### config.mk
export PLATFORM = sky130hd
export DESIGN_NAME = fpga_pb_event_reader_flat
export DESIGN_NICKNAME = d
export VERILOG_FILES = /design/src/rtl/fpga_pb_event_reader_if.sv /design/src/rtl/fpga_pb_event_reader.sv /design/src/flat_wrapper.sv
export SDC_FILE = /design/constraint.sdc
export NUM_CORES = 1
export LEC_CHECK = 0
export BUFFER_PORTS_ARGS = -buffer_cell sky130_fd_sc_hd__buf_2
export CORE_UTILIZATION = 55
export CTS_BUF_LIST = sky130_fd_sc_hd__clkbuf_8
export CTS_CLUSTER_SIZE = 20
export DETAILED_ROUTE_END_ITERATION = 7
export HOLD_SLACK_MARGIN = 0.15
export PLACE_DENSITY = 0.73
export REMOVE_ABC_BUFFERS = 1
export SYNTH_ARGS = -nofsm -noshare
export SYNTH_HDL_FRONTEND = slang
export SYNTH_SLANG_ARGS = --single-unit
### constraint.sdc
create_clock -name clk -period 6.2 [get_ports clk]
set_input_delay 1.24 -clock clk [delete_from_list [all_inputs] [get_ports clk]]
set_output_delay 1.24 -clock clk [all_outputs]
set_load 0.01 [all_outputs]
### src/rtl/fpga_pb_event_reader_if.sv
// CPU-side read bus for the pushbutton event reader (page-0x80 relative addressing).
interface fpga_pb_event_reader_if;
  logic       read_en;
  logic [7:0] addr;
  logic [7:0] dout;
  logic       key_avail;

  modport master (output read_en, output addr, input dout, input key_avail);
  modport slave  (input read_en, input addr, output dout, output key_avail);
endinterface

### src/rtl/fpga_pb_event_reader.sv
// Pushbutton event reader: sync, debounce, press detect and key-code FIFO popped over the CPU bus.
// Optional macro PB_RELEASE_EVENTS_EN also queues release events (code 8'h80 | index).
module fpga_pb_event_reader #(
  parameter int unsigned DEBOUNCE_CYCLES = 16,
  parameter int unsigned FIFO_DEPTH      = 8
) (
  input  logic                         clk,
  input  logic                         nrst,
  input  logic [20:0]                  pb,
  fpga_pb_event_reader_if.slave        bus
);

  localparam int unsigned NPB = 21;
  localparam int unsigned CW  = $clog2(DEBOUNCE_CYCLES);
  localparam int unsigned AW  = $clog2(FIFO_DEPTH);
  localparam int unsigned DW  = 8;
  localparam logic [7:0]  KEY_ADDR    = 8'd31;
  localparam logic [7:0]  STATUS_ADDR = 8'd32;

  logic [NPB-1:0] sync1, sync2, cand, deb, deb_q;
  logic [CW-1:0]  stab_cnt;
  logic [NPB-1:0] press_pend, press_pend_nx, press_rise, press_clr;
  logic [DW-1:0]  mem [FIFO_DEPTH];
  logic [AW-1:0]  wptr, rptr;
  logic [4:0]     count;
  logic           ovf, ovf_set;
  logic           empty, full, pop, push, status_rd, can_push;
  logic [DW-1:0]  push_code;
  logic [4:0]     press_idx;
`ifdef PB_RELEASE_EVENTS_EN
  logic [NPB-1:0] rel_pend, rel_pend_nx, rel_fall, rel_clr;
  logic [4:0]     rel_idx;
`endif

  function automatic logic [4:0] lowest_idx(input logic [NPB-1:0] v);
    lowest_idx = '0;
    for (int i = NPB - 1; i >= 0; i--) begin
      if (v[i]) lowest_idx = 5'(i);
    end
  endfunction

  // Two-flop synchroniser, then a candidate that must hold for DEBOUNCE_CYCLES before acceptance
  always_ff @(posedge clk or negedge nrst) begin
    if (!nrst) begin
      sync1    <= '0;
      sync2    <= '0;
      cand     <= '0;
      deb      <= '0;
      deb_q    <= '0;
      stab_cnt <= '0;
    end else begin
      sync1 <= pb;
      sync2 <= sync1;
      deb_q <= deb;
      if (sync2 != cand) begin
        cand     <= sync2;
        stab_cnt <= '0;
      end else if (stab_cnt != CW'(DEBOUNCE_CYCLES - 1)) begin
        stab_cnt <= stab_cnt + CW'(1);
      end else begin
        deb <= cand;
      end
    end
  end

  assign empty      = (count == 5'd0);
  assign full       = (count == 5'(FIFO_DEPTH));
  assign pop        = bus.read_en && (bus.addr == KEY_ADDR) && !empty;
  assign status_rd  = bus.read_en && (bus.addr == STATUS_ADDR);
  assign can_push   = !full || pop;
  assign press_rise = deb & ~deb_q;
  assign press_idx  = lowest_idx(press_pend);
`ifdef PB_RELEASE_EVENTS_EN
  assign rel_fall   = ~deb & deb_q;
  assign rel_idx    = lowest_idx(rel_pend);
`endif

  // Arbitration: presses before releases, lowest index first; a full FIFO holds pending bits
  always_comb begin
    push      = 1'b0;
    push_code = '0;
    press_clr = '0;
`ifdef PB_RELEASE_EVENTS_EN
    rel_clr   = '0;
`endif
    if (can_push && (press_pend != '0)) begin
      push                 = 1'b1;
      push_code            = {3'b000, press_idx};
      press_clr[press_idx] = 1'b1;
    end
`ifdef PB_RELEASE_EVENTS_EN
    else if (can_push && (rel_pend != '0)) begin
      push             = 1'b1;
      push_code        = {3'b100, rel_idx};
      rel_clr[rel_idx] = 1'b1;
    end
`endif
    press_pend_nx = (press_pend & ~press_clr) | press_rise;
    ovf_set       = |(press_rise & press_pend & ~press_clr);
`ifdef PB_RELEASE_EVENTS_EN
    rel_pend_nx   = (rel_pend & ~rel_clr) | rel_fall;
    ovf_set       = ovf_set | (|(rel_fall & rel_pend & ~rel_clr));
`endif
  end

  always_ff @(posedge clk or negedge nrst) begin
    if (!nrst) begin
      press_pend <= '0;
`ifdef PB_RELEASE_EVENTS_EN
      rel_pend   <= '0;
`endif
      wptr       <= '0;
      rptr       <= '0;
      count      <= '0;
      ovf        <= 1'b0;
    end else begin
      press_pend <= press_pend_nx;
`ifdef PB_RELEASE_EVENTS_EN
      rel_pend   <= rel_pend_nx;
`endif
      if (push) wptr <= wptr + AW'(1);
      if (pop)  rptr <= rptr + AW'(1);
      if (push && !pop)      count <= count + 5'd1;
      else if (pop && !push) count <= count - 5'd1;
      // A fresh overflow in the same cycle as a STATUS read keeps the flag set
      if (ovf_set)        ovf <= 1'b1;
      else if (status_rd) ovf <= 1'b0;
    end
  end

  // Storage needs no reset: only entries between rptr and wptr are ever observed
  always_ff @(posedge clk) begin
    if (push) mem[wptr] <= push_code;
  end

  always_comb begin
    bus.dout = 8'h00;
    if (bus.read_en) begin
      case (bus.addr)
        KEY_ADDR:    bus.dout = empty ? 8'hFF : mem[rptr];
        STATUS_ADDR: bus.dout = {ovf, 2'b00, count};
        default:     bus.dout = 8'h00;
      endcase
    end
  end

  assign bus.key_avail = !empty;

endmodule

### src/flat_wrapper.sv
// flat-port wrapper written by rule: the top's interface ports become plain ports
module fpga_pb_event_reader_flat 
#(
  parameter int unsigned DEBOUNCE_CYCLES = 16,
  parameter int unsigned FIFO_DEPTH      = 8
)
  (clk, nrst, pb, bus_read_en, bus_addr, bus_dout, bus_key_avail);
  fpga_pb_event_reader_if bus_i ();
  input  logic clk;
  input  logic nrst;
  input  logic [20:0] pb;
  input wire logic [$bits(bus_i.read_en)-1:0] bus_read_en;
  input wire logic [$bits(bus_i.addr)-1:0] bus_addr;
  output wire logic [$bits(bus_i.dout)-1:0] bus_dout;
  output wire logic [$bits(bus_i.key_avail)-1:0] bus_key_avail;
  assign bus_i.read_en = bus_read_en;
  assign bus_i.addr = bus_addr;
  assign bus_dout = bus_i.dout;
  assign bus_key_avail = bus_i.key_avail;
  fpga_pb_event_reader #(.DEBOUNCE_CYCLES(DEBOUNCE_CYCLES), .FIFO_DEPTH(FIFO_DEPTH)) u_core (.clk(clk), .nrst(nrst), .pb(pb), .bus(bus_i));
endmodule
After elaboration in Yosys (flattened, before gate mapping)
Memory sizes are Yosys's and may differ from the RTL's.
Index checks and enable logic that the tools add are counted.
{"block": "classes", "magnitude_cmp": 2, "mux": 37, "n_reduce_logical": 19, "eq_ne": 5, "addsub": 5, "n_bitwise": 9}
{"operator": "two-way mux 5 bit", "count": 24}
{"operator": "bitwise AND 21 bit", "count": 4}
{"operator": "inverter 21 bit", "count": 2}
{"operator": "two-way mux 21 bit", "count": 1}
{"operator": "!= test 21 bit", "count": 1}
{"operator": "OR 21 bit", "count": 1}
{"operator": "nonzero test 21 bit", "count": 1}
{"operator": "OR reduction 21 bit", "count": 1}
{"operator": "two-way mux 8 bit", "count": 2}
{"operator": "one-hot mux 8 bit (2 select lines)", "count": 1}
{"operator": "== test 8 x 5 -> 1 bit, second input constant", "count": 1}
{"operator": "== test 8 x 6 -> 1 bit, second input constant", "count": 1}
{"operator": "two-way mux 4 bit", "count": 2}
{"operator": "logical AND 1 bit", "count": 7}
{"operator": "adder 3 x 1 -> 3 bit, second input constant", "count": 2}
{"operator": "< comparator 5 x 6 -> 1 bit, second input constant", "count": 1}
{"operator": "two-way mux 1 bit", "count": 6}
{"operator": "nonzero test 2 bit", "count": 3}
{"operator": "adder 5 x 1 -> 5 bit, second input constant", "count": 1}
{"operator": "demux 1 bit (select 5 bit)", "count": 1}
{"operator": "== test 5 x 4 -> 1 bit, second input constant", "count": 1}
{"operator": "greater-or-equal comparator 5 x 1 -> 1 bit, second input constant", "count": 1}
{"operator": "zero test 5 bit", "count": 1}
{"operator": "subtractor 5 x 1 -> 5 bit, second input constant", "count": 1}
{"operator": "6 further kinds", "count": 10}
{"block": "totals", "ramBits": 40, "out_inout_bits": 9, "memories": 1, "word_cells": 89, "register_bits": 142}
{"memory": "u_core.mem", "depth": 8, "width": 5, "read_ports": 1, "rd_ports_with_merged_regs": 0, "write_ports": 1, "line": "fpga_pb_event_reader.sv:23", "source": "logic [DW-1:0] mem [FIFO_DEPTH];"}

Logic depth before layout (Yosys ltp)
Gate-level depths: netlist of the first run.
{"block": "depth", "ltp_word": 30, "mapped_depth": 13, "mapped_depth_nobuf": 13}

Worst setup path before layout of the first run
No wires, ideal clock.
{"block": "synth_path", "path_type": "input to register", "from": "in bus_addr[7]", "to": "reg u_core.count[4]", "t_arrival_ns": 3.652, "stages": 13, "path_buffers": 1, "required_ns": 6.075, "setup_time_ns": 0.125, "path_slack_ns": 2.423, "cell_sequence": "or3b_4 > nor3_4 > buf_6 > o22ai_1 > inv_1 > ha_1 > inv_1 > fa_1 > a21o_1 > a21oi_1 > xnor2_1 > nor2_1 > xor2_1"}
{"block": "synth_between", "elab_chain_len": 9, "word_cells_on_any_way": 12}
{"item": "start: declaration", "line": "flat_wrapper.sv:13", "source": "input wire logic [$bits(bus_i.addr)-1:0] bus_addr;"}
{"item": "== test 8 x 5 -> 1 bit (*)", "line": "fpga_pb_event_reader.sv:68", "source": "assign pop = bus.read_en && (bus.addr == KEY_ADDR) && !empty;"}
{"item": "logical AND 1 bit (*) (2 in series)", "line": "fpga_pb_event_reader.sv:68"}
{"item": "logical OR 1 bit (*)", "line": "fpga_pb_event_reader.sv:70", "source": "assign can_push = !full || pop;"}
{"item": "logical AND 1 bit (*)", "line": "fpga_pb_event_reader.sv:86", "source": "if (can_push && (press_pend != '0)) begin"}
{"item": "two-way mux 1 bit (*)", "line": "fpga_pb_event_reader.sv:86"}
{"item": "via u_core.push", "line": "fpga_pb_event_reader.sv:27", "source": "logic empty, full, pop, push, status_rd, can_push;"}
{"item": "zero test 1 bit", "line": "fpga_pb_event_reader.sv:124", "source": "else if (pop && !push) count <= count - 5'd1;"}
{"item": "logical AND 1 bit", "line": "fpga_pb_event_reader.sv:124"}
{"item": "nonzero test 2 bit (no source line)"}
{"item": "end signal: assignment", "line": "fpga_pb_event_reader.sv:123", "source": "if (push && !pop) count <= count + 5'd1;"}
{"item": "end signal: assignment", "line": "fpga_pb_event_reader.sv:124"}
{"item": "end: declaration", "line": "fpga_pb_event_reader.sv:25", "source": "logic [4:0] count;"}
Mark *: on every way through the listed nets, which the timed path passes. The rest lies on a longest branch.
A chain may end at the register's enable or synchronous reset.

Final worst setup path of the first run
{"block": "layout_path", "from": "in bus_addr[2]", "to": "out bus_dout[1]"}
{"block": "layout_between", "elab_chain_len": 3, "word_cells_on_any_way": 4}
{"item": "== test 8 x 6 -> 1 bit / == test 8 x 5 -> 1 bit (equally long branches)", "line": "fpga_pb_event_reader.sv:139", "source": "case (bus.addr)"}
{"item": "one-hot mux 8 bit (2 select lines) (*)", "line": "fpga_pb_event_reader.sv:139"}
{"item": "two-way mux 8 bit (*)", "line": "fpga_pb_event_reader.sv:138", "source": "if (bus.read_en) begin"}
{"item": "end: declaration", "line": "flat_wrapper.sv:14", "source": "output wire logic [$bits(bus_i.dout)-1:0] bus_dout;"}
Mark *: on every way between the ends. The rest lies on a longest branch, timed or not.

==> results of run 1 <==
-- cells by family (layout without fill, tap and decap cells) --
group / Yosys count / count (layout) / share of synthesized area
flops: 182 / 182 / 0.663
xor+xnor: 31 / 31 / 0.0379
mux: 27 / 27 / 0.0571
simple gates: 136 / 136 / 0.112
compound gates: 88 / 88 / 0.0824
fa+ha+maj: 8 / 8 / 0.0150
buf+inv: 59 / 101 / 0.0328
-- cell type report --
cell class,instances,area [µm²]
clock inverters,15,224
inverters,25,93.8
flip-flops and latches,182,4750
multi-input cells,290,2180
repair buffers,44,236
clock buffers,17,234
fillers,992,4730
well taps,172,215
-- per-layer routing --
metal	global-route usage	up-vias
met2	0.360	113
met1	0.253	1995
li1	-	1925
met3	0.0457	24
met4	0.100	0
met5	0	-
-- synth_stat cells, types with 4 or more instances --
master / instances / area share
dfrtp_1: 142 / 0.50
a22o_1: 5 / 0.0061
nor3_1: 9 / 0.0063
nand2b_1: 10 / 0.0087
inv_1: 25 / 0.013
nor4_2: 4 / 0.0070
edfxtp_1: 40 / 0.17
nand4_1: 6 / 0.0052
mux2i_1: 6 / 0.0084
mux2_2: 11 / 0.017
nor2_1: 19 / 0.0099
clkbuf_1: 28 / 0.015
xor2_1: 6 / 0.0073
o2111ai_1: 8 / 0.0098
mux4_2: 10 / 0.031
ha_1: 7 / 0.012
o21ai_0: 39 / 0.027
nor4_1: 5 / 0.0044
a21oi_1: 4 / 0.0028
nor2b_1: 6 / 0.0052
a21o_1: 5 / 0.0052
nor3b_1: 4 / 0.0042
nand2_1: 43 / 0.023
o21ai_1: 8 / 0.0056
xnor2_1: 25 / 0.031
-- flip-flops by register name, summed over array words and instances, names as in the netlist --
register	flops
u_core.cand	21
u_core.count	5
u_core.deb	21
u_core.deb_q	21
u_core.mem	40
u_core.ovf	1
u_core.press_pend	21
u_core.rptr	3
u_core.stab_cnt	4
u_core.sync1	21
u_core.sync2	21
u_core.wptr	3
-- power by group --
group	internal [mW]	switching, mW	total (mW)
Clock	0.483	0.418	0.901
Combinational	0.404	0.624	1.03
Sequential	1.50	0.103	1.61
Total	2.39	1.15	3.54
-- path summary, 6_finish.rpt --
kind / to
worst max-delay path: bus_dout[1]
worst min-delay path: u_core.sync2[8]$_DFF_PN0_
worst max register to register: u_core.count[4]$_DFFE_PN0P_
worst min register to register: u_core.sync2[8]$_DFF_PN0_
max in group asynchronous: u_core.sync1[9]$_DFF_PN0_
min in group asynchronous: u_core.rptr[2]$_DFFE_PN0P_
-- through the flow --
step / power, mW / setup slack (ns) / std cells / cell area (µm²) / utilization
after floorplan: 2.36 / 2.31 / 497 / 7030 / -
after global placement: 2.60 / 2.03 / 713 / 7480 / 0.590
after detailed placement: 2.66 / 1.91 / 713 / 7480 / 0.590
after CTS: 3.56 / 2.15 / 745 / 7940 / 0.627
after global routing: 3.75 / 2.09 / 745 / 7940 / 0.627
final: 3.54 / 2.17 / 745 / 7940 / 0.627
==> run metrics, run 1 <==
run status=finished, final reports clean; initial core utilization=0.566; dpl hpwl=8.64 mm; crit share post-route=0.650; Pleak=3.41 nW; top routing layer used=met4; post-cts hold buffer count=0; RSZ-0062 raised after global routing=no; IO buf count=40; Crit path required time=4.96 ns; element type at the critical path start=input pin; flop-to-flop setup slack=2.57 ns; die height=116 µm; Rel. slew slack=0.277; kind of critical path=input pin to output port; ANT nets after route=0; drt wl/cell=~17 µm; CP arrival=2.79 ns; CTS tree=done; commonest non-fill, non-tap cell in the layout=dfrtp_1; Die Width=approximately 120 µm; global route overflow=0; buffers and inverters on the worst path=2; DRT iter0 DRCs=273; measured slew at the worst slew-check pin=roughly 1.1 ns; commonest cells after routing, fill and taps aside=142 x dfrtp_1, 43 x nand2_1, 40 x edfxtp_1; Avg Synthesized Cell Area=13.5 µm²; final WL=12.5 mm; gr usage total=0.209; Setup crit end kind=output port; initial antenna violation count=0; worst r2r src=u_core.press_pend[9]$_DFF_PN0_; Sum Neg Setup Slack=0 ns; clock latency on the worst-skew pair=0.46 ns; Placeable Area=12700 µm²; hold slack=0.353 ns; root buffer cell=clkbuf_8; fmax=~250 MHz; register area share after synthesis=0.663; GPL Wtd Cong=0.888; via density per instance=5.45; fraction of layout cells with a size suffix above 1=0.201; critical hold path startpoint=u_core.sync1[8]$_DFF_PN0_; worst-path cell chain=buf_2 -> or4b_1 -> nor4_2 -> a22o_1 -> buf_2; CP Depth=5; Critical Path Fanout Max=7; total CTS buffers=17; H-tree depth=4; IO Pins=41; WHS Path Cells=0; # rows=41; Crit-path slowest cell=or4b_1; via count=4057; Max-Cap Viols=0; count of cells resized by post-cts repair=0; Post-Route M1 WL=5.27 mm; Synth cell types=64; Worst-path clk slew=0.09 ns; final hold vios=0; Max Slew Vio Count=0; DRC violations left=0; first-pass GRT wire length=approximately 21 mm; net count reported at finish=600; FF+latch count, synth=approximately 180; Critical Path Start=bus_addr[2]; Cells after Synth=531; count of TritonRoute iterations in the first routing pass=4; CP delay by family, top=simple AND/OR/NAND/NOR gates; met3 WL=roughly 520 µm; clk sinks=182; met2 WL post-DR=6.47 mm; CP max stage delay=0.52 ns; Hold Path Class=flop to flop; ys async rst share=0.780; Setup-failing EPs final=0; R2R cell count=13; # diodes=0; Clock Tree Buf Depth=2; Setup Buffers After CTS=0; die area=between 10000 and 15000 µm²; synth warn=0; Post-synth EDFFs=40; synthesized area=7170 µm²; CP dominant cell by count=buf_2; Final min period=between 4 and 5 ns; number of global-route vias before repair=4161; largest net degree at the start of global routing=91; Power per Cell Area=around 450 nW/µm²; Post-synth top flop=dfrtp_1; worst vdd ir=approximately 0.21 mV; Worst Skew=roughly 0.0093 ns; Synth-to-Final Area Change=10.8%
Note: power is estimated with default switching activity, not from simulation.
==> run 2: changes to the inputs <==
- ABC_AREA: not set -> 1
- PLACE_DENSITY: 0.73 -> 0.76
- clock period: 6.2 -> 3.26 ns (I/O delays scaled with it)
==> run 2 against run 1 <==
Critical path depth increased by 12; global-route usage grew 0.43 points; synthesized area is 4.3% higher; cell count rose by 20%; design area grew 3.2%; sequential power rose by 100%; count of clock-buffer cells in the layout did not move; largest cell class unchanged; synthesized cell count up 27%; sequential share of layout area shrank 1.8 points.
==> run metrics, run 2 <==
FF+latch count, synth=182 (unchanged); number of global-route vias before repair=4922 (was 4161); fmax=about 340 MHz; M3 GR Usage=0.0536 (was 0.0457); DRT iter0 DRCs=418 (was 273); Crit path required time=3.60 ns (was 4.96 ns); RSZ-0062 raised after global routing=no (unchanged); Setup crit end kind=flop (was output port); IO buf count=40 (unchanged); synth warn=0 (unchanged); Hold Path Class=input pin to flop (was flop to flop); sw frac=0.406 (was 0.324); GR Layer Usage met1=0.261 (was 0.253); max FFs per register=40 (unchanged); Die Width=119 µm (was 116 µm); drt wl/cell=15.0 µm (was 16.8 µm); largest net degree at the start of global routing=63 (was 91); Max Slew Vio Count=0 (unchanged); Post-DP Area=7800 µm² (was 7480 µm²); worst-path cell chain=nor2_1 -> nand2_2 -> nor2_2 -> inv_2 -> nor3_2 -> nand4_2 -> nand2_4 -> inv_4 -> ha_1 -> inv_1 -> ha_1 -> a21o_1 -> a31oi_1 -> nand2_1 -> nand2_1 -> nor2_1 -> xor2_1 (was buf_2 -> or4b_1 -> nor4_2 -> a22o_1 -> buf_2); via count=4747 (was 4057); Top reg by flops=u_core.mem (unchanged); register area share after synthesis=0.636 (was 0.663); Avg Synthesized Cell Area=11.1 µm² (was 13.5 µm²); dpl hpwl=9.70 mm (was 8.64 mm); initial core utilization=0.565 (was 0.566); CP arrival=3.29 ns (was 2.79 ns); measured slew at the worst slew-check pin=0.665 ns (was 1.07 ns); initial antenna violation count=0 (unchanged); Final Util=0.618 (was 0.627); count of cells resized by post-cts repair=0 (unchanged); total CTS buffers=17 (unchanged); global route overflow=0 (unchanged); Comb power frac=0.381 (was 0.291); Int Power=4.48 mW (was 2.39 mW); IO Pins=41 (unchanged); count of TritonRoute iterations in the first routing pass=4 (unchanged); ANT nets after route=0 (unchanged); Worst Skew=0.0169 ns (was 0.00931 ns); top post-synthesis cells by area=dfrtp_1 48%, edfxtp_1 16%, nand2_1 5.5% (was dfrtp_1 50%, edfxtp_1 17%, mux4_2 3.1%); net count reported at finish=748 (was 600); CTS tree=done (unchanged); Final min period=2.95 ns; Clock Tree Buf Depth=2 (unchanged); Reg power frac=0.427 (was 0.454); CP max stage delay=0.43 ns (was 0.52 ns); worst vdd ir=0.664 mV (was 0.212 mV); critical hold path startpoint=pb[16] (was u_core.sync1[8]$_DFF_PN0_); buffers and inverters on the worst path=3 (was 2); # diodes=0 (unchanged); Power per Cell Area=922 nW/µm² (was 445 nW/µm²); commonest cells after routing, fill and taps aside=142 x dfrtp_1, 110 x nand2_1, 72 x inv_1 (was 142 x dfrtp_1, 43 x nand2_1, 40 x edfxtp_1); Worst-path clk slew=0.10 ns (was 0.09 ns); fraction of layout cells with a size suffix above 1=0.184 (was 0.201); run status=finished, final reports clean (unchanged); element type at the critical path start=flop (was input pin); Non-Filler Instances=897 (was 745); Post-synth EDFFs=40 (unchanged); kind of critical path=flop to flop (was input pin to output port); # rows=42 (was 41); Max-Cap Viols=0 (unchanged); final hold vios=0 (unchanged); Post-Place Cells=864 (was 713); final WL=13.4 mm (was 12.5 mm); Sum Neg Setup Slack=0 ns (unchanged); H-tree depth=4 (unchanged); top post-synthesis cells by count=142 x dfrtp_1, 110 x nand2_1, 71 x inv_1 (was 142 x dfrtp_1, 43 x nand2_1, 40 x edfxtp_1); Cells after Synth=676 (was 531); clock share of power=0.192 (was 0.255); worst r2r src=u_core.press_pend[2]$_DFF_PN0_ (was u_core.press_pend[9]$_DFF_PN0_); die height=119 µm (was 116 µm); met2 Use GR=0.352 (was 0.360); DRC violations left=0 (unchanged); via density per instance=5.29 (was 5.45); Critical Path Fanout Max=7 (unchanged); commonest non-fill, non-tap cell in the layout=dfrtp_1 (unchanged); die area=14100 µm² (was 13500 µm²); Crit-path slowest cell=dfrtp_1 (was or4b_1); Rel. slew slack=0.555 (was 0.277); dominant cell type by area after synthesis=dfrtp_1 (unchanged); global routing's busiest layer=met2 (unchanged); GPL Wtd Cong=0.852 (was 0.888); Post-synth top flop=dfrtp_1 (unchanged); Synth cell types=45 (was 64); Placeable Area=13200 µm² (was 12700 µm²); CP delay by family, top=simple AND/OR/NAND/NOR gates (unchanged); NetSw=3.07 mW (was 1.15 mW); fillcell total=1080 (was 992); clock latency on the worst-skew pair=0.46 ns (about the same); root buffer cell=clkbuf_8 (unchanged); clk sinks=182 (unchanged); Synth-to-Final Area Change=9.54% (was 10.8%); top cell type's share of synthesized area=0.475 (was 0.496); Pleak=3.80 nW (was 3.41 nW); Setup-failing EPs final=0 (unchanged); count leader, synth=dfrtp_1 (unchanged); design area=8190 µm² (was 7940 µm²); gr usage total=0.214 (was 0.209); ys async rst share=0.780 (unchanged); synthesized area=7480 µm² (was 7170 µm²); crit share post-route=0.904; first-pass GRT wire length=23.2 mm (was 20.6 mm); Critical Path Start=u_core.press_pend[2]$_DFF_PN0_ (was bus_addr[2])
## run 2: changes by cell type in the layout (fill, tap and decap cells not counted), sizes merged, moves of 10 or more
| cell | delta |
|---|---|
| nand3 | +33 |
| mux4 | -10 |
| nand2 | +77 |
| inv | +54 |
| nor2 | +45 |
| nand2b | -10 |
| o21ai | -15 |
| a21oi | +18 |
## run 2: cell type report
class / count / area, µm² / share of cell area
Timing Repair Buffer: 44 / 251 / 0.0307
Sequential cell: 182 / 4750 / 0.581
Clock inverter: 15 / 146 / 0.0179
Multi-Input combinational cell: 385 / 2280 / 0.279
Clock buffer: 17 / 234 / 0.0286
Tap cell: 176 / 220 / 0.0269
Inverter: 78 / 300 / 0.0367
## run 2: metrics by stage
step           setup WS (ns)  hold WS (ns)  total power, mW
3_3_place_gp           0.305         0.332             5.96
6_report               0.314         0.288             7.55
2_1_floorplan          0.546         0.331             5.32
3_5_place_dp          0.0367         0.335             6.12
4_1_cts                0.321         0.254             7.58
5_1_grt               0.0396         0.252             8.08
## run 2: worst register-to-register path, delay by kind of cell, from the launching register on
| family | cells | cell delay (ns) |
|---|---|---|
| buf+inv | 3 | 0.26 |
| flops | 1 | 0.43 |
| compound gates | 2 | 0.39 |
| xor+xnor | 1 | 0.13 |
| simple gates | 9 | 1.10 |
| fa+ha+maj | 2 | 0.52 |
## run 2: logic make-up after synthesis
group | after synthesis | share of synthesized area
DFF | 182 | 0.636
buffers and inverters | 109 | 0.0587
AOI/OAI and AO/OA | 76 | 0.0616
muxes | 18 | 0.0346
and+or+nand+nor | 258 | 0.165
adders and majority gates | 8 | 0.0144
xor gates and xnor gates | 25 | 0.0293
## run 2: final timing paths
| path | slack (ns) | to | cells past startpoint |
|---|---|---|---|
| worst min-delay path | 0.29 | u_core.sync1[16]$_DFF_PN0_ | 1 |
| worst max-delay path | 0.31 | u_core.count[4]$_DFFE_PN0P_ | 17 |
| worst max register to register | 0.31 | u_core.count[4]$_DFFE_PN0P_ | 17 |
| min in group asynchronous | 0.74 | u_core.press_pend[12]$_DFF_PN0_ | 2 |
| worst min register to register | 0.35 | u_core.sync2[11]$_DFF_PN0_ | 0 |
| max in group asynchronous | 1.76 | u_core.deb[4]$_DFFE_PN0P_ | 3 |
## run 2: timing repair
item	CTS	global route
buffers inserted	0	0
endpoints found under the hold margin	1	0
endpoints found under the setup margin	0	0
hold buffers	1	0
## run 2: power by group through the flow
stage / logic [mW] / registers, mW / clock network [mW]
2_1_floorplan: 2.12 / 3.20 / 0
3_3_place_gp: 2.71 / 3.25 / 0
3_5_place_dp: 2.85 / 3.27 / 0
4_1_cts: 2.86 / 3.22 / 1.49
5_1_grt: 3.24 / 3.26 / 1.58
6_report: 2.87 / 3.23 / 1.45
## run 2: per-layer routing
metal  vias to the layer above  routed length, µm
li1                       2283                  -
met1                      2308               5790
met2                       128               6620
met3                        28                625
met4                         0                388
met5                         -                  0
==> run 3: changes to the inputs <==
- ABC_AREA: 1 -> not set
==> run 3 against run 2 <==
Combinational power is 26% lower; total power is 10% lower; clock power is 9.7% higher; cell count is 14% lower; routed wire length is 6.6% lower; worst setup slack worse by 0.086 ns; die area is 4.0% lower; global-route usage is 0.26 points lower; critical path depth is 4 lower; clock skew is 0.0041 ns lower; non-clock buffer count is 23 higher; count of clock-buffer cells in the layout is 2 higher.
==> run metrics, run 3 (same netlist as run 1, synthesis figures left out) <==
DRC violations left=0 (unchanged); sw frac=0.323 (was 0.406); Placeable Area=12700 µm² (was 13200 µm²); fmax=330 MHz (was 339 MHz); flop-to-flop setup slack=0.23 ns (was 0.31 ns); Pleak=3.52 nW (was 3.80 nW); gr usage total=0.211 (was 0.214); final WL=12.5 mm (was 13.4 mm); via density per instance=5.40 (was 5.29); run status=finished, final reports clean (unchanged); hold slack=0.258 ns (was 0.288 ns); crit share post-route=0.930 (was 0.904); ANT nets after route=0 (unchanged); worst vdd ir=0.432 mV (was 0.664 mV); drt wl/cell=16.3 µm (was 15.0 µm); net count reported at finish=623 (was 748); clock share of power=0.235 (was 0.192); first-pass GRT wire length=20.8 mm (was 23.2 mm); dpl hpwl=9.02 mm (was 9.70 mm); Die Width=116 µm (was 119 µm); CP arrival=3.37 ns (was 3.29 ns); met2 Use GR=0.362 (was 0.352); Int Power=4.57 mW (was 4.48 mW); clk sinks=182 (unchanged); Comb power frac=0.314 (was 0.381); Crit path required time=3.60 ns (about the same); die area=13500 µm² (was 14100 µm²); CTS tree=done (unchanged); Setup crit end kind=flop (unchanged); largest net degree at the start of global routing=97 (was 63); number of global-route vias before repair=4296 (was 4922); count of cells resized by post-cts repair=0 (unchanged); root buffer cell=clkbuf_8 (unchanged); die height=116 µm (was 119 µm); Clock Tree Buf Depth=2 (unchanged); Top reg by flops=u_core.mem (unchanged); # rows=41 (was 42); Setup Buffers After CTS=0 (unchanged); global routing's busiest layer=met2 (unchanged); via count=4147 (was 4747); final worst slack=0.228 ns (was 0.314 ns); RSZ-0062 raised after global routing=no (unchanged); initial core utilization=0.566 (was 0.565); fraction of layout cells with a size suffix above 1=0.233 (was 0.184); clock latency on the worst-skew pair=0.45 ns (was 0.46 ns); commonest non-fill, non-tap cell in the layout=dfrtp_1 (unchanged); Hold Path Class=input pin to async pin (was input pin to flop); M3 GR Usage=0.0477 (was 0.0536); GR Layer Usage met1=0.257 (was 0.261); count of TritonRoute iterations in the first routing pass=4 (unchanged); initial antenna violation count=0 (unchanged); Worst-path clk slew=0.09 ns (was 0.10 ns); H-tree depth=4 (unchanged); Final min period=3.03 ns (was 2.95 ns); GPL Wtd Cong=0.861 (was 0.852); register area=4750 µm² (unchanged); Synth-to-Final Area Change=12.7% (was 9.54%); final hold vios=0 (unchanged); Worst Skew=0.0128 ns (was 0.0169 ns); element type at the critical path start=flop (unchanged); Multi-input gate area=2180 µm² (was 2280 µm²); Max-Cap Viols=0 (unchanged); Rel. slew slack=0.425 (was 0.555); Critical Path Fanout Max=5 (was 7); Sum Neg Setup Slack=0 ns (unchanged); Max Slew Vio Count=0 (unchanged); post-cts hold buffer count=0 (was 1); NetSw=2.19 mW (was 3.07 mW); Crit Reg-Reg Endpoint=u_core.count[4]$_DFFE_PN0P_ (unchanged); commonest cells after routing, fill and taps aside=142 x dfrtp_1, 43 x nand2_1, 40 x edfxtp_1 (was 142 x dfrtp_1, 110 x nand2_1, 72 x inv_1); DRT iter0 DRCs=191 (was 418); total CTS buffers=17 (unchanged); global route overflow=0 (unchanged); Power per Cell Area=837 nW/µm² (was 922 nW/µm²); Setup-failing EPs final=0 (unchanged); R2R cell count=13 (was 17); Reg power frac=0.451 (was 0.427); fillcell total=974 (was 1080); worst r2r src=u_core.press_pend[13]$_DFF_PN0_ (was u_core.press_pend[2]$_DFF_PN0_); kind of critical path=flop to flop (unchanged); measured slew at the worst slew-check pin=0.863 ns (was 0.665 ns); max FFs per register=40 (unchanged); # diodes=0 (unchanged); IO buf count=40 (unchanged); Setup Slack @ Placement=-0.0775 ns (was 0.0367 ns); IO Pins=41 (unchanged)
## run 3: critical path, stage by stage (launching register included)
cell     delay (ns)
dfrtp_1        0.44
or4_4          0.59
nor2_4         0.14
nand2_2        0.09
o22ai_1        0.18
inv_1          0.10
ha_1           0.23
inv_1          0.14
ha_1           0.29
a21o_1         0.19
a21oi_1        0.19
xnor2_1        0.14
nor2_1         0.07
xor2_1         0.14
## run 3: stage by stage
stage	util	instances	area, µm²	power, mW
floorplan	-	497	7030	4.49
global placement	0.604	736	7650	5.13
detailed placement	0.604	736	7650	5.24
CTS	0.638	768	8080	6.82
global route	0.638	768	8080	7.19
finish	0.638	768	8080	6.76
## run 3: per-layer routing
metal,part of all wire,vias up
met4,0.022,0
li1,-,1972
met3,0.028,22
met2,0.52,87
met5,0,-
met1,0.43,2066
## run 3: worst max path at each step
stage / startpoint / end / slack [ns]
after detailed placement: bus_addr[7] / u_core.count[4]$_DFFE_PN0P_ / -0.08
after global routing: u_core.press_pend[13]$_DFF_PN0_ / u_core.count[4]$_DFFE_PN0P_ / 0.006
after global placement: bus_addr[7] / u_core.count[4]$_DFFE_PN0P_ / 0.03
after CTS: u_core.press_pend[13]$_DFF_PN0_ / u_core.count[4]$_DFFE_PN0P_ / 0.25
final: u_core.press_pend[13]$_DFF_PN0_ / u_core.count[4]$_DFFE_PN0P_ / 0.23
after floorplan: bus_addr[7] / u_core.count[4]$_DFFE_PN0P_ / -0.04
## run 3: area by class of cell
class / count / share of cell area
clock buffer: 19 / 0.0324
clock inverter: 13 / 0.0206
inverter: 25 / 0.0116
multi-input combinational: 290 / 0.270
sequential: 182 / 0.588
tap: 172 / 0.0266
timing repair buffer: 67 / 0.0506
## run 3: power groups by stage
stage	clock network [mW]	logic (mW)	registers, mW
CTS	1.62	2.15	3.05
global placement	0	2.06	3.07
floorplan	0	1.45	3.04
detailed placement	0	2.14	3.10
finish	1.59	2.12	3.05
global route	1.71	2.38	3.09
